[src/rtl/g15_key_pkg.sv]
// g15_key_pkg
// Shared types and parameter legality check for the G-15 key conditioner.
//   kc_state_t    : per-channel FSM state
//   kc_params_ok  : elaboration-time check of N_CH / DEBOUNCE_MS / HOLD_MS / CNT_W
package g15_key_pkg;

   typedef enum logic [1:0] {KC_IDLE, KC_QUAL, KC_ACTIVE, KC_RELEASE} kc_state_t;

   // Counter must be able to reach the larger of the two tick thresholds.
   function automatic bit kc_params_ok(int n_ch, int deb, int hold, int cnt_w);
      int mx;
      mx = (deb > hold) ? deb : hold;
      return (n_ch >= 1) && (n_ch <= 32) && (deb >= 1) && (hold >= 1) &&
             (cnt_w >= 1) && (cnt_w <= 30) && ((1 << cnt_w) > mx);
   endfunction

endpackage

[src/rtl/g15_key_conditioner_if.sv]
// g15_key_conditioner_if
// Bundle between the raw key pins / tick source and the I/O logic.
//   tick_ms      : one-CLOCK pulse per millisecond
//   raw_in       : asynchronous contacts, 1 = closed
//   mode_oneshot : per-channel mode, 1 = one-shot, 0 = level
//   key_out      : conditioned key level
//   key_edge     : one-cycle strobe on key_out rise
//   busy         : any channel away from IDLE
// master = pin/tick side, slave = conditioner.
interface g15_key_conditioner_if #(parameter int N_CH = 16);

   logic            tick_ms;
   logic [N_CH-1:0] raw_in;
   logic [N_CH-1:0] mode_oneshot;
   logic [N_CH-1:0] key_out;
   logic [N_CH-1:0] key_edge;
   logic            busy;

   modport master (output tick_ms, raw_in, mode_oneshot,
                   input  key_out, key_edge, busy);
   modport slave  (input  tick_ms, raw_in, mode_oneshot,
                   output key_out, key_edge, busy);

endinterface

[src/rtl/g15_key_channel.sv]
// g15_key_channel
// One key channel: 2-flop synchroniser, debounce / one-shot FSM, tick counter.
//   CLOCK, rst : clock, async active-high reset
//   i_tick     : millisecond tick
//   i_raw      : asynchronous contact
//   i_mode     : mode, sampled only on IDLE -> QUAL
//   o_key      : registered (state == ACTIVE)
//   o_edge     : one-cycle strobe on o_key rise
//   o_busy     : state != IDLE
module g15_key_channel import g15_key_pkg::*; #(
   parameter int DEBOUNCE_MS = 5,
   parameter int HOLD_MS     = 50,
   parameter int CNT_W       = 6
) (
   input  logic CLOCK,
   input  logic rst,
   input  logic i_tick,
   input  logic i_raw,
   input  logic i_mode,
   output logic o_key,
   output logic o_edge,
   output logic o_busy
);

   localparam logic [CNT_W-1:0] DEB_C  = CNT_W'(DEBOUNCE_MS);
   localparam logic [CNT_W-1:0] HOLD_C = CNT_W'(HOLD_MS);

   logic [1:0]       r_sync;
   logic             w_s;
   kc_state_t        r_state;
   logic [CNT_W-1:0] r_cnt;
   logic [CNT_W-1:0] w_inc;
   logic             r_mode_q;
   logic             r_key;
   logic             r_edge;

   always_ff @(posedge CLOCK or posedge rst) begin
      if (rst) r_sync <= 2'b00;
      else     r_sync <= {r_sync[0], i_raw};
   end
   assign w_s = r_sync[1];

   // Saturating increment; thresholds are compared against the post-tick value.
   assign w_inc = (&r_cnt) ? r_cnt : r_cnt + 1'b1;

   always_ff @(posedge CLOCK or posedge rst) begin
      if (rst) begin
         r_state  <= KC_IDLE;
         r_cnt    <= '0;
         r_mode_q <= 1'b0;
         r_key    <= 1'b0;
         r_edge   <= 1'b0;
      end else begin
         r_edge <= 1'b0;
         case (r_state)
            KC_IDLE: begin
               if (w_s) begin
                  r_state  <= KC_QUAL;
                  r_cnt    <= '0;
                  r_mode_q <= i_mode;
               end
            end
            KC_QUAL: begin
               if (!w_s) begin
                  r_state <= KC_IDLE;
                  r_cnt   <= '0;
               end else if (i_tick) begin
                  if (w_inc == DEB_C) begin
                     r_state <= KC_ACTIVE;
                     r_cnt   <= '0;
                     r_key   <= 1'b1;
                     r_edge  <= 1'b1;
                  end else begin
                     r_cnt <= w_inc;
                  end
               end
            end
            KC_ACTIVE: begin
               if (r_mode_q) begin
                  // One-shot: contact ignored, fixed width then lockout.
                  if (i_tick) begin
                     if (w_inc == HOLD_C) begin
                        r_state <= KC_RELEASE;
                        r_cnt   <= '0;
                        r_key   <= 1'b0;
                     end else begin
                        r_cnt <= w_inc;
                     end
                  end
               end else if (w_s) begin
                  r_cnt <= '0;
               end else if (i_tick) begin
                  if (w_inc == DEB_C) begin
                     r_state <= KC_IDLE;
                     r_cnt   <= '0;
                     r_key   <= 1'b0;
                  end else begin
                     r_cnt <= w_inc;
                  end
               end
            end
            KC_RELEASE: begin
               // Held key stays here; only a debounced release rearms.
               if (w_s) begin
                  r_cnt <= '0;
               end else if (i_tick) begin
                  if (w_inc == DEB_C) begin
                     r_state <= KC_IDLE;
                     r_cnt   <= '0;
                  end else begin
                     r_cnt <= w_inc;
                  end
               end
            end
            default: r_state <= KC_IDLE;
         endcase
      end
   end

   assign o_key  = r_key;
   assign o_edge = r_edge;
   assign o_busy = (r_state != KC_IDLE);

endmodule

[src/rtl/g15_key_conditioner.sv]
// g15_key_conditioner
// N_CH independent key channels between raw G-15 key/switch pins and I/O logic.
//   CLOCK, rst : clock, async active-high reset
//   bus        : g15_key_conditioner_if.slave (tick, contacts, modes in;
//                key_out, key_edge, busy out)
module g15_key_conditioner import g15_key_pkg::*; #(
   parameter int N_CH        = 16,
   parameter int DEBOUNCE_MS = 5,
   parameter int HOLD_MS     = 50,
   parameter int CNT_W       = 6
) (
   input logic                   CLOCK,
   input logic                   rst,
   g15_key_conditioner_if.slave  bus
);

   logic [N_CH-1:0] w_key;
   logic [N_CH-1:0] w_edge;
   logic [N_CH-1:0] w_busy;

   if (!kc_params_ok(N_CH, DEBOUNCE_MS, HOLD_MS, CNT_W)) begin : g_bad_params
      $error("g15_key_conditioner: illegal N_CH/DEBOUNCE_MS/HOLD_MS/CNT_W");
   end

   for (genvar gi = 0; gi < N_CH; gi++) begin : g_ch
      g15_key_channel #(
         .DEBOUNCE_MS (DEBOUNCE_MS),
         .HOLD_MS     (HOLD_MS),
         .CNT_W       (CNT_W)
      ) u_ch (
         .CLOCK  (CLOCK),
         .rst    (rst),
         .i_tick (bus.tick_ms),
         .i_raw  (bus.raw_in[gi]),
         .i_mode (bus.mode_oneshot[gi]),
         .o_key  (w_key[gi]),
         .o_edge (w_edge[gi]),
         .o_busy (w_busy[gi])
      );
   end

   assign bus.key_out  = w_key;
   assign bus.key_edge = w_edge;
   assign bus.busy     = |w_busy;

endmodule

[src/flat_wrapper.sv]
// flat-port wrapper written by rule: the top's interface ports become plain ports
module g15_key_conditioner_flat import g15_key_pkg::*;
#(
   parameter int N_CH        = 16,
   parameter int DEBOUNCE_MS = 5,
   parameter int HOLD_MS     = 50,
   parameter int CNT_W       = 6
)
  (CLOCK, rst, bus_tick_ms, bus_raw_in, bus_mode_oneshot, bus_key_out, bus_key_edge, bus_busy);
  g15_key_conditioner_if #(.N_CH(N_CH)) bus_i ();
  input logic CLOCK;
  input logic rst;
  input wire logic [$bits(bus_i.tick_ms)-1:0] bus_tick_ms;
  input wire logic [$bits(bus_i.raw_in)-1:0] bus_raw_in;
  input wire logic [$bits(bus_i.mode_oneshot)-1:0] bus_mode_oneshot;
  output wire logic [$bits(bus_i.key_out)-1:0] bus_key_out;
  output wire logic [$bits(bus_i.key_edge)-1:0] bus_key_edge;
  output wire logic [$bits(bus_i.busy)-1:0] bus_busy;
  assign bus_i.tick_ms = bus_tick_ms;
  assign bus_i.raw_in = bus_raw_in;
  assign bus_i.mode_oneshot = bus_mode_oneshot;
  assign bus_key_out = bus_i.key_out;
  assign bus_key_edge = bus_i.key_edge;
  assign bus_busy = bus_i.busy;
  g15_key_conditioner #(.N_CH(N_CH), .DEBOUNCE_MS(DEBOUNCE_MS), .HOLD_MS(HOLD_MS), .CNT_W(CNT_W)) u_core (.CLOCK(CLOCK), .rst(rst), .bus(bus_i));
endmodule
[config.mk]
export PLATFORM = sky130hd
export DESIGN_NAME = g15_key_conditioner_flat
export DESIGN_NICKNAME = d
export VERILOG_FILES = /design/src/rtl/g15_key_pkg.sv /design/src/rtl/g15_key_conditioner_if.sv /design/src/rtl/g15_key_channel.sv /design/src/rtl/g15_key_conditioner.sv /design/src/flat_wrapper.sv
export SDC_FILE = /design/constraint.sdc
export NUM_CORES = 1
export LEC_CHECK = 0
export BUFFER_PORTS_ARGS = -buffer_cell sky130_fd_sc_hd__buf_2
export CORE_MARGIN = 3
export CORE_UTILIZATION = 65
export DETAILED_ROUTE_END_ITERATION = 6
export MAX_ROUTING_LAYER = met4
export PLACE_DENSITY = 0.88
export SYNTH_ARGS = -nofsm -noshare
export SYNTH_HDL_FRONTEND = slang
export SYNTH_SLANG_ARGS = --single-unit
export TNS_END_PERCENT = 1
[constraint.sdc]
create_clock -name CLOCK -period 13.8 [get_ports CLOCK]
set_input_delay 4.14 -clock CLOCK [delete_from_list [all_inputs] [get_ports CLOCK]]
set_output_delay 4.14 -clock CLOCK [all_outputs]
set_load 0.005 [all_outputs]
==> metrics.cfg <==
[status]
status = complete, no violations

[min_path]
hp-start = u_core.g_ch[10].u_ch.r_sync[0]
min_to = u_core.g_ch[10].u_ch.r_sync[1]
hold_path.class = reg2reg
holdPathStages = 0

[setup_path]
crit_arrival_ns = 2.40
max_stage_delay_ns = 0.51
reg2reg_from = u_core.g_ch[1].u_ch.r_cnt[0]
crit_type = reg2out
cp-start-kind = flop
r2r-end = u_core.g_ch[1].u_ch.r_cnt[4]
path_delay_family = simple AND/OR/NAND/NOR gates
cp_num_buf_inv = 1
crit_path_max_fanout = 12
regToRegSetupSlack_ns = 11.10
rr_worst_depth = 7
crit_chain = nor4_1 > and3_1 > nand4_1 > or3_1 > buf_2
cp_slowest_cell = dfrtp_1
crit_path_end_kind = output port
cp.required_ns = 9.66

[yosys]
synth_top_family_by_area = compound AO/OA/AOI/OAI gates
synth_area_leaders = dfrtp_1 (36%), nor2_1 (5.1%), a21oi_1 (4.8%), nand2_1 (4.2%), ha_1 (4.2%)
synth_top_area_share_pct = 36.3
synth_compound_area_share_pct = 24.9
muxShareOfSynthArea_pct = 1.73
synthFlopType = dfrtp_1
ys_types = 85
synthArstFlopShare_pct = 100
avgSynthCellArea_um2 = 8.09
yosysTopAreaCell = dfrtp_1
synth_simple_gate_area_share_pct = 23.9
yosysSeqAreaShare_pct = 36.3
netlist_area_um2 = 14300
synthAdderAreaFrac_pct = 4.40
synth-edff-count = 0
syn_inst = 1770
ys_ff_latch = 208
synth_xor_area_share_pct = 1.90
yosys_warnings = 0
syn-num-nets = 1853

[routing]
detail-route-antenna-nets = 0
via_count = 13036
postRouteWirelength_um = 31800
drc = 0
first_iter_violations = 1175
via_per_inst = 6.44
wl_per_cell_um = 15.7
drtPass1Iterations = 6

[timing]
fmaxAchievable_mhz = 153
maxSlewViolCount = 0
worstMarginPinSlew_ns = 1.01
skew_ns = 0.0107
post-route-period-util_pct = 47.4
finalHoldViolations = 0
rsz0062_at_grt = false
setup_viol = 0
period_needed_ns = 6.54
maxSlewHeadroom_pct = 32.8
fin_tns_setup_ns = 0

[pwr]
total_power_mw = 2.30
leakage_nw = 6.63
powerDensity_nw_per_um2 = 151
vdd_drop_max_mv = 0.134

[placed_design]
place_hpwl_um = 21800
port_buffers = 67
placedCellCount = 1982
place_area_um2 = 14400
gp_congestion = 0.929

[clocking]
cts_buffers = 24
cts_setup_buffers = 0
cts.repair.resized = 0
h-tree-depth = 1
root_buffer = clkbuf_16
cts_tree = done
clkTransAtPathRegs_ns = 0.06
clk_path_buf_depth = 3
cts_sinks = 208
clkLatencyLatePin_ns = 0.52
hold_buffers = 0

[floorplan]
fp.dieH_um = 154
io_pins = 68
initial_core_util_pct = 67.1
core_um2 = 21400
rows = 53
die_area_um2 = 23800
die_x_um = 154

[final_layout]
diodes = 0
fin_cells = 2025
final_cell_mix = dfrtp_1 (208), nor2_1 (193), nand2_1 (162)
stdcell_area_um2 = 15200
drive_above_1_share_pct = 8.69
area_growth_pct = 6.39
nNetsFinal = 1816
final_common_cell = dfrtp_1
fill_cells = 1646

[global_route]
antenna_found_initial = 0
grt_pass1_vias = 11913
grt_overflow = 0
grt_start_max_net_pins = 132
grt_pass1_wl_um = 54600
grt_use_total_pct = 26.9

[flow_run]
cap_violations = 0

[sequential cells by signal, indices dropped and copies added (netlist names)]
name	count
u_core.g_ch.u_ch.r_state	32
u_core.g_ch.u_ch.r_cnt	96
u_core.g_ch.u_ch.r_mode_q	16
u_core.g_ch.u_ch.o_edge	16
u_core.g_ch.u_ch.r_sync	32
u_core.g_ch.u_ch.o_key	16
[stage by stage]
| step | hold slack [ns] | worst slack [ns] | util [%] |
|---|---|---|---|
| floorplan | 0.331 | 3.98 | - |
| global placement | 0.333 | 7.23 | 67.4 |
| detailed placement | 0.336 | 7.21 | 67.4 |
| CTS | 0.349 | 7.26 | 71.3 |
| global route | 0.357 | 7.22 | 71.3 |
| finish | 0.346 | 7.26 | 71.3 |
[cells by family (layout without fill, tap and decap cells)]
| logic type | after synthesis | count (layout) |
|---|---|---|
| XOR/XNOR | 31 | 31 |
| AO/OA/AOI/OAI | 536 | 536 |
| multiplexers | 23 | 23 |
| AND/OR/NAND/NOR | 698 | 698 |
| buffers and inverters | 223 | 203 |
| flip-flops | 208 | 208 |
| adder cells (fa/ha/maj) | 51 | 51 |
[power breakdown]
| group | internal, mW | leakage [nW] | switching (mW) |
|---|---|---|---|
| Clock | 0.426 | 0.412 | 0.250 |
| Combinational | 0.300 | 3.52 | 0.414 |
| Sequential | 0.712 | 2.70 | 0.193 |
[Yosys cell counts (all sizes together) (48+ instances only)]
cell type,number
o21ai,107
buf,52
a31oi,53
nand3,79
nand2,163
nor2,193
inv,91
a21oi,137
dfrtp,208
ha,48
nor3,51
clkbuf,80
[metal layers]
layer | up-vias | share of wire [%] | global-route usage (%)
met3 | 68 | 5.5 | 2.83
met5 | - | 0 | -
li1 | 6298 | - | -
met1 | 6201 | 44 | 35.9
met2 | 469 | 48 | 43.7
met4 | 0 | 2.2 | 8.20
[worst max-delay path by stage]
stage | from | endpoint | cells past startpoint
after floorplan | rst | u_core.g_ch[0].u_ch.o_edge | 1
after CTS | u_core.g_ch[6].u_ch.r_state[1] | bus_busy | 5
after detailed placement | bus_tick_ms | u_core.g_ch[14].u_ch.r_cnt[5] | 7
after global routing | u_core.g_ch[6].u_ch.r_state[1] | bus_busy | 5
final | u_core.g_ch[6].u_ch.r_state[1] | bus_busy | 5
after global placement | bus_tick_ms | u_core.g_ch[14].u_ch.r_cnt[5] | 7
[layout make-up]
class                      count  area [um2]  area share (%)
sequential                   208        5200            34.2
inverter                      91         349            2.29
multi-input combinational   1339        8140            53.4
timing repair buffer          69         353            2.32
clock inverter                 8         143           0.936
tap                          275         344            2.26
clock buffer                  35         703            4.62
Power figures use the tool's default switching activity.
